`config.mk`:
```
export PLATFORM = sky130hd
export DESIGN_NAME = mix_column_engine_flat
export DESIGN_NICKNAME = d
export VERILOG_FILES = /design/src/rtl/mix_column_engine_if.sv /design/src/rtl/mix_column_engine.sv /design/src/flat_wrapper.sv
export SDC_FILE = /design/constraint.sdc
export NUM_CORES = 1
export LEC_CHECK = 0
export ABC_AREA = 1
export CAP_MARGIN = 10
export CORE_ASPECT_RATIO = 0.7
export CORE_UTILIZATION = 50
export CTS_CLUSTER_DIAMETER = 40
export DETAILED_ROUTE_END_ITERATION = 16
export PLACE_DENSITY = 0.81
export SLEW_MARGIN = 20
export SYNTH_ARGS = -nofsm -noshare
export SYNTH_HDL_FRONTEND = slang
export SYNTH_SLANG_ARGS = --single-unit
```
`constraint.sdc`:
```
create_clock -name clk -period 5.1 [get_ports clk]
set_input_delay 0.765 -clock clk [delete_from_list [all_inputs] [get_ports clk]]
set_output_delay 0.765 -clock clk [all_outputs]
set_load 0.02 [all_outputs]
```
`src/rtl/mix_column_engine_if.sv`:
```
// Block-level handshake bundle for mix_column_engine: an input channel
// (state + mode) and an output channel (transformed state).
interface mix_column_engine_if;
  // Both channels: a transfer happens on a rising edge where valid && ready;
  // the producer holds valid and payload stable until then, and ready may
  // depend combinationally on the other channel but never on its own valid.
  logic            in_valid;
  logic            in_ready;
  logic            mode;
  logic [0:15][7:0] state_array_in;
  logic            out_valid;
  logic            out_ready;
  logic [0:15][7:0] state_array_out;

  modport master (
    output in_valid, mode, state_array_in, out_ready,
    input  in_ready, out_valid, state_array_out
  );

  modport slave (
    input  in_valid, mode, state_array_in, out_ready,
    output in_ready, out_valid, state_array_out
  );
endinterface

```
`src/rtl/mix_column_engine.sv`:
```
// Sequential MixColumns / InvMixColumns engine, COLS_PER_CYCLE columns per clock.
// Define MIX_COLUMN_INV_EN to build the inverse datapath; otherwise mode is ignored.
module mix_column_engine #(
  parameter int COLS_PER_CYCLE = 1
) (
  input  logic                clk,
  input  logic                rst,
  mix_column_engine_if.slave  bus,
  output logic [1:0]          state_dbg
);

  typedef enum logic [1:0] {
    IDLE = 2'd0,
    BUSY = 2'd1,
    DONE = 2'd2
  } state_t;

  if (COLS_PER_CYCLE != 1 && COLS_PER_CYCLE != 2 && COLS_PER_CYCLE != 4) begin : g_bad_cols
    $error("mix_column_engine: COLS_PER_CYCLE must be 1, 2 or 4");
  end

  localparam logic [1:0] STEP     = 2'(COLS_PER_CYCLE);
  localparam logic [1:0] LAST_OFS = 2'(COLS_PER_CYCLE - 1);

  function automatic logic [7:0] xtime(input logic [7:0] b);
    return {b[6:0], 1'b0} ^ (b[7] ? 8'h1B : 8'h00);
  endfunction

  // Column word: bits [31:24] are row 0.
  function automatic logic [31:0] mix_fwd(input logic [31:0] c);
    logic [7:0] a0, a1, a2, a3;
    {a0, a1, a2, a3} = c;
    return {xtime(a0) ^ xtime(a1) ^ a1 ^ a2 ^ a3,
            a0 ^ xtime(a1) ^ xtime(a2) ^ a2 ^ a3,
            a0 ^ a1 ^ xtime(a2) ^ xtime(a3) ^ a3,
            xtime(a0) ^ a0 ^ a1 ^ a2 ^ xtime(a3)};
  endfunction

`ifdef MIX_COLUMN_INV_EN
  function automatic logic [31:0] mix_inv(input logic [31:0] c);
    logic [7:0]  a  [4];
    logic [7:0]  m9 [4];
    logic [7:0]  mb [4];
    logic [7:0]  md [4];
    logic [7:0]  me [4];
    logic [7:0]  x2, x4, x8;
    logic [31:0] r;
    r = '0;
    for (int i = 0; i < 4; i++) begin
      a[i]  = c[31-8*i -: 8];
      x2    = xtime(a[i]);
      x4    = xtime(x2);
      x8    = xtime(x4);
      m9[i] = x8 ^ a[i];
      mb[i] = x8 ^ x2 ^ a[i];
      md[i] = x8 ^ x4 ^ a[i];
      me[i] = x8 ^ x4 ^ x2;
    end
    for (int i = 0; i < 4; i++) begin
      r[31-8*i -: 8] = me[i] ^ mb[(i+1)%4] ^ md[(i+2)%4] ^ m9[(i+3)%4];
    end
    return r;
  endfunction
`endif

  state_t           state_q, state_n;
  logic [1:0]       cnt_q, cnt_n;
  logic [0:3][31:0] cols_q, cols_n;
  logic [0:3][31:0] out_q, out_n;
  logic             mode_q, mode_n;
  logic [31:0]      mix_out [COLS_PER_CYCLE];

  // cnt_q is always a multiple of COLS_PER_CYCLE, so OR-ing the lane offset
  // addresses the j-th column of the current group.
  for (genvar j = 0; j < COLS_PER_CYCLE; j++) begin : g_mix
    localparam logic [1:0] OFS = 2'(j);
`ifdef MIX_COLUMN_INV_EN
    assign mix_out[j] = mode_q ? mix_inv(cols_q[cnt_q | OFS]) : mix_fwd(cols_q[cnt_q | OFS]);
`else
    assign mix_out[j] = mix_fwd(cols_q[cnt_q | OFS]);
`endif
  end

`ifndef MIX_COLUMN_INV_EN
  logic unused_mode;
  assign unused_mode = mode_q;
`endif

  always_ff @(posedge clk) begin
    if (rst) begin
      state_q <= IDLE;
      cnt_q   <= '0;
      cols_q  <= '0;
      out_q   <= '0;
      mode_q  <= 1'b0;
    end else begin
      state_q <= state_n;
      cnt_q   <= cnt_n;
      cols_q  <= cols_n;
      out_q   <= out_n;
      mode_q  <= mode_n;
    end
  end

  always_comb begin
    state_n      = state_q;
    cnt_n        = cnt_q;
    cols_n       = cols_q;
    out_n        = out_q;
    mode_n       = mode_q;
    bus.in_ready = 1'b0;
    case (state_q)
      IDLE: bus.in_ready = 1'b1;
      BUSY: begin
        for (int j = 0; j < COLS_PER_CYCLE; j++) begin
          cols_n[cnt_q | 2'(j)] = mix_out[j];
        end
        cnt_n = cnt_q + STEP;
        if ((cnt_q | LAST_OFS) == 2'd3) begin
          state_n = DONE;
          out_n   = cols_n;
        end
      end
      DONE: begin
        bus.in_ready = bus.out_ready;
        if (bus.out_ready && !bus.in_valid) state_n = IDLE;
      end
      default: state_n = IDLE;
    endcase
    // A drain in DONE and a fresh load share one edge.
    if (bus.in_valid && bus.in_ready) begin
      cols_n  = bus.state_array_in;
      mode_n  = bus.mode;
      cnt_n   = '0;
      state_n = BUSY;
    end
  end

  assign bus.out_valid       = (state_q == DONE);
  assign bus.state_array_out = out_q;
  assign state_dbg           = state_q;

endmodule

```
`src/flat_wrapper.sv`:
```
// flat-port wrapper written by rule: the top's interface ports become plain ports
module mix_column_engine_flat 
#(
  parameter int COLS_PER_CYCLE = 1
)
  (clk, rst, state_dbg, bus_in_valid, bus_mode, bus_state_array_in, bus_out_ready, bus_in_ready, bus_out_valid, bus_state_array_out);
  mix_column_engine_if bus_i ();
  input  logic clk;
  input  logic rst;
  output logic [1:0] state_dbg;
  input wire logic [$bits(bus_i.in_valid)-1:0] bus_in_valid;
  input wire logic [$bits(bus_i.mode)-1:0] bus_mode;
  input wire logic [$bits(bus_i.state_array_in)-1:0] bus_state_array_in;
  input wire logic [$bits(bus_i.out_ready)-1:0] bus_out_ready;
  output wire logic [$bits(bus_i.in_ready)-1:0] bus_in_ready;
  output wire logic [$bits(bus_i.out_valid)-1:0] bus_out_valid;
  output wire logic [$bits(bus_i.state_array_out)-1:0] bus_state_array_out;
  assign bus_i.in_valid = bus_in_valid;
  assign bus_i.mode = bus_mode;
  assign bus_i.state_array_in = bus_state_array_in;
  assign bus_i.out_ready = bus_out_ready;
  assign bus_in_ready = bus_i.in_ready;
  assign bus_out_valid = bus_i.out_valid;
  assign bus_state_array_out = bus_i.state_array_out;
  mix_column_engine #(.COLS_PER_CYCLE(COLS_PER_CYCLE)) u_core (.clk(clk), .rst(rst), .bus(bus_i), .state_dbg(state_dbg));
endmodule
```
### Word-level counts from Yosys, hierarchy flattened

Index checks and enable logic that the tools add are counted.

| operators by class | value |
|---|---|
| add/subtract/negate cells | 1 |
| $lt $le $gt $ge | 2 |
| equal/unequal tests | 8 |
| muxes and demuxes | 17 |
| bitwise gates (word level) | 22 |
| reductions and logical operators | 10 |

Operator list:

| operator | count |
|---|---|
| 128-bit two-way mux | 2 |
| 8-bit XOR | 20 |
| 128-bit bitwise mux | 1 |
| 32-bit two-way mux | 3 |
| 32-bit binary-select mux with 2-bit select | 1 |
| 32-bit demux with 2-bit select | 1 |
| 5-bit two-way mux | 4 |
| 2-bit by 1-bit != test with 1-bit output, second input constant | 3 |
| 3-bit by 1-bit != test with 1-bit output, second input constant | 2 |
| 2-bit case mux with 3 select lines | 1 |
| 3-bit AND reduction | 2 |
| 2-bit == test, second input constant | 2 |
| 2-bit two-way mux | 2 |
| 3-bit >= comparator, second input constant | 1 |
| 1-bit logical AND | 3 |
| 3-bit by 1-bit < comparator with 1-bit output, second input constant | 1 |
| 2-bit NOT with 3-bit output | 1 |
| 2-bit by 1-bit adder with 2-bit output, second input constant | 1 |
| 2-bit by 1-bit == test with 1-bit output, second input constant | 1 |
| 2-bit logical NOT | 1 |
| 1-bit case mux with 2 select lines | 1 |
| 2-bit AND reduction | 1 |
| 2-bit nonzero test | 1 |
| 2-bit OR reduction | 1 |
| 3 further kinds | 3 |

| storage, ports and cells | value |
|---|---|
| register bits | 260 |
| input port bits | 133 |
| word-level logic and storage cells | 71 |

### Depth between registers and ports, before layout

Gate-level depths: netlist of the first run.

| logic depth | value |
|---|---|
| word-level depth | 13 |
| depth in mapped cells | 18 |

### Least setup slack after synthesis of the first run

OpenSTA, ideal clock, no wires.

| timing path | value |
|---|---|
| path kind | in2out |
| start point | in bus_out_ready |
| end point | out bus_in_ready |
| arrival | 1.682 ns |
| path slack | 2.653 ns |
| cell stages on the path | 4 |
| buffers on the path | 2 |
| cell sequence | inv_1 a21oi_1 clkbuf_1 clkbuf_1 |

| between the ends | value |
|---|---|
| longest elaborated chain between the ends | 1 |

RTL lines:

| item | line | text |
|---|---|---|
| from (decl) | flat_wrapper.sv:14 | `input wire logic [$bits(bus_i.out_ready)-1:0] bus_out_ready;` |
| 1-bit case mux with 2 select lines | mix_column_engine.sv:112 | `case (state_q)` |
| to (decl) | flat_wrapper.sv:15 | `output wire logic [$bits(bus_i.in_ready)-1:0] bus_in_ready;` |

No other way between the ends.

### Final worst setup path of the first run

| timing path | value |
|---|---|
| start point | reg u_core.cnt_q[0] |
| end point | reg u_core.cols_q[124] in the netlist's numbering |

| between the ends | value |
|---|---|
| longest elaborated chain between the ends | 13 |

RTL lines:

| item | line | text |
|---|---|---|
| from (decl) | mix_column_engine.sv:67 | `logic [1:0] cnt_q, cnt_n;` |
| from (signal assigned) | mix_column_engine.sv:98 | `cnt_q <= cnt_n;` |
| 2-bit NOT with 3-bit output (implied by the code) * | mix_column_engine.sv:80, mix_column_engine.sv:116 |  |
| 32-bit binary-select mux with 2-bit select | mix_column_engine.sv:80 | `assign mix_out[j] = mix_fwd(cols_q[cnt_q \| OFS]);` |
| 32-bit two-way mux (implied by the code) (2 in series) | mix_column_engine.sv:80 |  |
| 5-bit two-way mux | mix_column_engine.sv:26 | `return {b[6:0], 1'b0} ^ (b[7] ? 8'h1B : 8'h00);` |
| 8-bit XOR | mix_column_engine.sv:26 |  |
| 8-bit XOR (4 in series) | mix_column_engine.sv:33 | `return {xtime(a0) ^ xtime(a1) ^ a1 ^ a2 ^ a3,` |
| 128-bit bitwise mux * | mix_column_engine.sv:116 | `cols_n[cnt_q \| 2'(j)] = mix_out[j];` |
| 128-bit two-way mux * | mix_column_engine.sv:112 |  |
| 128-bit two-way mux * | mix_column_engine.sv:131 | `if (bus.in_valid && bus.in_ready) begin` |
| to (signal assigned) | mix_column_engine.sv:99 | `cols_q <= cols_n;` |
| to (decl) | mix_column_engine.sv:68 | `logic [0:3][31:0] cols_q, cols_n;` |

Mark *: on every way between the ends. The rest lies on a longest branch, timed or not. The select of a mux whose other input is x is not followed.
A chain may end at the register's enable or synchronous reset.

==> results of run 1 <==
flip-flops by register name (all words and copies together) (netlist names):
register / cells
u_core.cols_q: 128
u_core.cnt_q: 2
u_core.bus.state_array_out: 128
u_core.state_dbg: 2
cell usage after synthesis, drive strengths merged:
cell	number	share of area
buf	52	0.021
a21o	13	0.0063
nor2	6	0.0021
o211ai	3	0.0015
nand3b	1	0.00049
o21ai	166	0.054
dfxtp	260	0.34
nand3	396	0.13
a32oi	32	0.018
clkbuf	102	0.025
ha	4	0.0033
a21oi	197	0.064
xnor2	3	0.0017
nand2	985	0.25
o21a	27	0.013
inv	306	0.075
cell type report:
type	count	area [um^2]	share of cell area
clock buffers	39	845.8	0.04448
clock inverters	14	131.4	0.006908
inverters	306	1151	0.06053
multi-input cells	1833	8349	0.4390
flip-flops and latches	260	5206	0.2738
well taps	412	515.5	0.02711
repair buffers	280	2818	0.1482
kinds of logic (layout without fill, tap and decap cells):
logic type / Yosys count / in the layout
AOI/OAI and AO/OA: 438 / 438
adders and majority gates: 4 / 4
buffers and inverters: 460 / 639
xor gates and xnor gates: 3 / 3
DFF: 260 / 260
and+or+nand+nor: 1388 / 1388
worst min path at each step:
stage / from / endpoint / cells after the start
2_1_floorplan: u_core.cols_q[31]$_SDFFE_PP0P_ / u_core.cols_q[31]$_SDFFE_PP0P_ / 2
3_3_place_gp: u_core.bus.state_array_out[17]$_SDFFE_PP0P_ / u_core.bus.state_array_out[17]$_SDFFE_PP0P_ / 2
3_5_place_dp: u_core.bus.state_array_out[3]$_SDFFE_PP0P_ / u_core.bus.state_array_out[3]$_SDFFE_PP0P_ / 2
4_1_cts: u_core.bus.state_array_out[3]$_SDFFE_PP0P_ / u_core.bus.state_array_out[3]$_SDFFE_PP0P_ / 2
5_1_grt: u_core.bus.state_array_out[13]$_SDFFE_PP0P_ / u_core.bus.state_array_out[13]$_SDFFE_PP0P_ / 2
6_report: u_core.bus.state_array_out[3]$_SDFFE_PP0P_ / u_core.bus.state_array_out[3]$_SDFFE_PP0P_ / 2
layout by cell type (no fill, tap or decap), drive strengths merged:
master         instances
a21o                  13
a21oi                197
a32oi                 32
buf                   19
bufinv                 1
clkbuf                39
clkdlybuf4s50        261
clkinv                 8
clkinvlp               2
dfxtp                260
ha                     4
inv                  309
nand2                985
nand3                396
nand3b                 1
nor2                   6
o211ai                 3
o21a                  27
o21ai                166
xnor2                  3
metal layers:
layer | up-vias | part of all wire | global-route usage | wire length, um
met2 | 1230 | 0.41 | 0.6109 | 27570
met5 | - | 0.00019 | 0 | 13
met3 | 172 | 0.12 | 0.1097 | 8395
met4 | 2 | 0.046 | 0.1692 | 3116
met1 | 8453 | 0.42 | 0.5799 | 28250
li1 | 8499 | - | - | -
power by group through the flow:
stage	clock network (mW)	registers, mW	logic [mW]
global route	2.25	2.20	2.35
detailed placement	0	2.23	2.10
global placement	0	2.23	2.07
floorplan	0	2.21	1.28
finish	2.17	2.19	2.22
CTS	2.15	2.19	2.11
worst register-to-register path: cells and delay by family, from the launching register on:
| family | cells | cell delay [ps] |
|---|---|---|
| simple gates | 11 | 1910 |
| buf+inv | 2 | 760 |
| flops | 1 | 330 |
| compound gates | 1 | 80 |
stage by stage:
| step | hold WS (ps) | cell area (um^2) | power, mW | cells |
|---|---|---|---|---|
| 6_report | 464.0 | 19020 | 6.573 | 3144 |
| 5_1_grt | 483.2 | 19020 | 6.796 | 3144 |
| 4_1_cts | 467.1 | 19010 | 6.446 | 3144 |
| 3_5_place_dp | 457.7 | 18040 | 4.326 | 3091 |
| 3_3_place_gp | 457.3 | 18040 | 4.298 | 3091 |
| 2_1_floorplan | 506.7 | 15380 | 3.491 | 2553 |
==> results.toml, run 1 <==
[sta]
fmax_ghz = 0.3086
setup_viol = 0
period_minus_slack_ps = 3241
slew_headroom = 0.1986
slew_viol_final = 0
rsz0062_at_grt = "false"
layout_setup_ws_ps = 1859
tightest_slew_ps = 1201
finalCritPeriodShare = 0.6354
setup_tns_ps = 0
finalHoldViolCount = 0
clock_skew_ps = 21.81

[clock_network]
cts_buffer_depth = 3
post_cts_buffers = 0
cts_max_level = 1
insertion_delay_ps = 580
post_cts_resized = 0
clkTransAtPathRegs_ps = 60
cts_root_buf = "clkbuf_16"
cts_sinks = 260
cts_tree = "built"
cts_made_buffers = 31
cts_hold_buf = 0

[critical_path]
path_class = "reg2reg"
crit_slowest_cell = "buf_4"
critPathCapture = "u_core.cols_q[124]$_SDFFE_PP0P_"
arrival_ps = 3670
r2r_end = "u_core.cols_q[124]$_SDFFE_PP0P_"
r2r_cells = 14
critPathMaxStageDelay_ps = 690
crit_required_ps = 5530
cp.depth = 14
cp_num_buf_inv = 2
startpoint = "u_core.cnt_q[0]$_SDFFE_PP0N_"
r2r_start = "u_core.cnt_q[0]$_SDFFE_PP0N_"
crit_path_max_fanout = 75
critPathCaptureType = "flop"
cp_common_cell = "nand2_1"
path_cells = "buf_4 -> nand2_1 -> nand2_1 -> nand2_1 -> nand2_2 -> nand2_1 -> nand2_2 -> nand2_1 -> nand2_1 -> inv_1 -> nand2_2 -> nand3_1 -> nand3_1 -> a21oi_1"
cpLargestDelayFamily = "simple AND/OR/NAND/NOR gates"
rrSetupSlack_ps = 1860
start_kind = "flop"

[floorplan]
die-area_um2 = 31470
initial_core_util = 0.5108
rows = 53
die-width_um = 211.6
die_h_um = 148.7
core_um2 = 30110
boundaryPins = 265

[drt]
drtPass1Iterations = 7
drtAntennaViolNets = 0
post-route-drc-count = 0
vias_per_cell = 5.838
vias = 18356
route.detailed.wl_per_inst_um = 21.42
wl_mm = 67.34
drtIter0Drc = 2581

[finish]
fin_nets = 2849
area_growth_pct = 23.66
final_layout_size_suffix_gt1_frac = 0.04539
fill_cells = 2739
diodes = 0
post-route-util = 0.6317

[outcome]
outcome = "finished, final reports clean"

[pwr]
switching_share = 0.4034
leakagePower_nw = 8.900
power_density_nw_per_um2 = 345.6
intPower_mw = 3.922
p_sw_mw = 2.651
power_frac_comb = 0.337
seqPwrFrac = 0.333
irDropWorstVdd_uv = 240.9
clkPwrFrac = 0.329

[grt]
grt_max_degree = 120
overflow = 0
grt_use_total = 0.4173
grt_antenna_before_repair = 1
grt_pass1_wl_mm = 98.22
grt_pass1_vias = 16373

[min_path]
hp-class = "reg2reg"

[yosys]
yosysSeqAreaShare = 0.3385
syn_avg_cell_area_um2 = 6.024
synth_xor_area_frac = 0.001709
yosysUniqueCellTypes = 27
yosys.area_share.simple = 0.3789
synth-compound-area-share = 0.1574
muxShareOfSynthArea = 0
ys_seq_elements = 260
yosys_warnings = 0
synthesis.area_um2 = 15380
synthAdderAreaFrac = 0.003254
synth_top_family_by_area = "simple AND/OR/NAND/NOR gates"
synth_cells = 2553
synthesis.nets = 2690

[placement]
io_buffers = 263
dpl.hpwl_mm = 49.94
place_ws_ps = 1901
gp_congestion = 1.036

[flow_run]
maxCapViolCount = 0
No activity file was read; power rests on OpenSTA's default activity.
==> run 2: changes to the inputs <==
==> constraint.sdc (replaced) <==
create_clock -name clk -period 3.05 [get_ports clk]
set_input_delay 0.4575 -clock clk [delete_from_list [all_inputs] [get_ports clk]]
set_output_delay 0.4575 -clock clk [all_outputs]
set_load 0.02 [all_outputs]
==> results.toml, run 2 (synthesis gave the netlist of run 1 again) <==
[clock_network]
post_cts_resized = 0
cts_buffer_depth = 3
cts_tree = "built"
clkTransAtPathRegs_ps = 70
cts_sinks = 260
cts_root_buf = "clkbuf_16"
cts_made_buffers = 29
insertion_delay_ps = 570
post_cts_buffers = 0
cts_max_level = 1
cts_hold_buf = 0

[sta]
setup_viol = 0
setup_tns_ps = 0
fmax_ghz = 0.3561
tightest_slew_ps = 1026
rsz0062_at_grt = "false"
slew_viol_final = 0
clock_skew_ps = 22.28
finalCritPeriodShare = 0.9208
slew_headroom = 0.3151
period_minus_slack_ps = 2808
finalHoldViolCount = 0

[drt]
drtAntennaViolNets = 0
vias_per_cell = 5.845
wl_mm = 66.91
drtPass1Iterations = 6
drtIter0Drc = 2662
vias = 18506
post-route-drc-count = 0
route.detailed.wl_per_inst_um = 21.13

[placement]
place_area_um2 = 18300
io_buffers = 263
dpl.hpwl_mm = 50.52
gp_congestion = 1.073

[floorplan]
die_h_um = 148.7
initial_core_util = 0.5108
die-width_um = 211.6
boundaryPins = 265
core_um2 = 30110
die-area_um2 = 31470
rows = 53

[grt]
grt_pass1_vias = 16714
grt_pass1_wl_mm = 98.12
grt_max_degree = 140
overflow = 0
grt_use_total = 0.4153
grt_antenna_before_repair = 0

[critical_path]
critPathMaxStageDelay_ps = 390
crit_path_max_fanout = 34
cpLargestDelayFamily = "simple AND/OR/NAND/NOR gates"
r2r_cells = 14
crit_required_ps = 3550
cp.depth = 14
cp_num_buf_inv = 3
start_kind = "flop"
cp_common_cell = "nand2_1"
path_class = "reg2reg"
crit_slowest_cell = "dfxtp_2"
path_cells = "inv_2 -> buf_4 -> nand2_1 -> nand3_1 -> nand2_1 -> inv_2 -> nand2_1 -> nand2_1 -> nand2_1 -> nand2_1 -> nand2_1 -> nand3_1 -> nand2_1 -> a21oi_1"
arrival_ps = 3300
critPathCaptureType = "flop"

[finish]
fin_nets = 2869
final_area_um2 = 19270
final_common_cell = "nand2_1"
final_layout_size_suffix_gt1_frac = 0.05231
area_growth_pct = 25.30
final_cell_mix = "nand2_1, nand3_1, inv_1, clkdlybuf4s50_1, dfxtp_1"

[pwr]
power_density_nw_per_um2 = 568.6
leakagePower_nw = 9.041
irDropWorstVdd_uv = 449.7

[outcome]
outcome = "finished, final reports clean"

[min_path]
hp-class = "in2reg"
whs_path_depth = 3

[flow_run]
maxCapViolCount = 0
-- run 2: cell types whose count changed in the layout (fill, tap and decap cells not counted), sizes merged --
| cell | before | now |
|---|---|---|
| inv | 309 | 314 |
| clkbuf | 39 | 34 |
| clkinv | 8 | 6 |
| buf | 19 | 41 |
| clkinvlp | 2 | 3 |
| diode | 0 | 1 |
-- run 2: metal layers --
metal | global-route usage | part of all wire | wire length (um)
met5 | 0 | 0 | 0
met4 | 0.1685 | 0.047 | 3125
met3 | 0.1088 | 0.13 | 8556
met2 | 0.5987 | 0.41 | 27260
met1 | 0.5848 | 0.42 | 27960
-- run 2: worst min-delay path, cell delays in order --
cell and delay (ps):
buf_4 120, nand2_1 130, a21oi_1 80
-- run 2: worst paths after layout --
path	startpoint	to	slack, ps
worst min register to register	u_core.bus.state_array_out[2]$_SDFFE_PP0P_	u_core.bus.state_array_out[2]$_SDFFE_PP0P_	470
worst min-delay path	bus_in_valid	u_core.state_dbg[0]$_SDFFE_PP0P_	270
worst max register to register	u_core.cnt_q[0]$_SDFFE_PP0N_	u_core.bus.state_array_out[41]$_SDFFE_PP0P_	240
worst max-delay path	u_core.cnt_q[0]$_SDFFE_PP0N_	u_core.bus.state_array_out[41]$_SDFFE_PP0P_	240
-- run 2: report_power, final --
group	internal (mW)	total, mW	switching (mW)
Clock	1.97	3.57	1.60
Sequential	3.55	3.68	0.121
Combinational	0.986	3.71	2.73
Total	6.51	11.0	4.44
-- run 2: layout make-up --
type / instances / area, um^2
Antenna cell: 1 / 2.502
Fill cell: 2765 / 10840
Multi-Input combinational cell: 1833 / 8342
Timing Repair Buffer: 302 / 3083
Sequential cell: 260 / 5206
Clock inverter: 18 / 185.2
Inverter: 306 / 1151
Tap cell: 412 / 515.5
Clock buffer: 34 / 784.5
-- run 2: stage by stage --
stage | hold WS (ps) | util | worst slack (ps) | instances | power [mW]
final | 269.2 | 0.6401 | 241.6 | 3166 | 10.96
after CTS | 258.4 | 0.6400 | 383.4 | 3165 | 10.81
after global routing | 289.0 | 0.6400 | 80.86 | 3165 | 11.37
after global placement | 457.2 | 0.6078 | 414.4 | 3113 | 7.222
after detailed placement | 458.4 | 0.6078 | 374.7 | 3113 | 7.274
after floorplan | 506.7 | - | 1218 | 2553 | 5.837
==> run 3: changes to the inputs <==
--- a/config.mk
+++ b/config.mk
@@ -16,3 +16,4 @@
 export SYNTH_ARGS = -nofsm -noshare
 export SYNTH_HDL_FRONTEND = slang
 export SYNTH_SLANG_ARGS = --single-unit
+export TNS_END_PERCENT = 50
==> results of run 3 <==
Same layout as run 2: the final DEF is identical, and so are final timing and power.
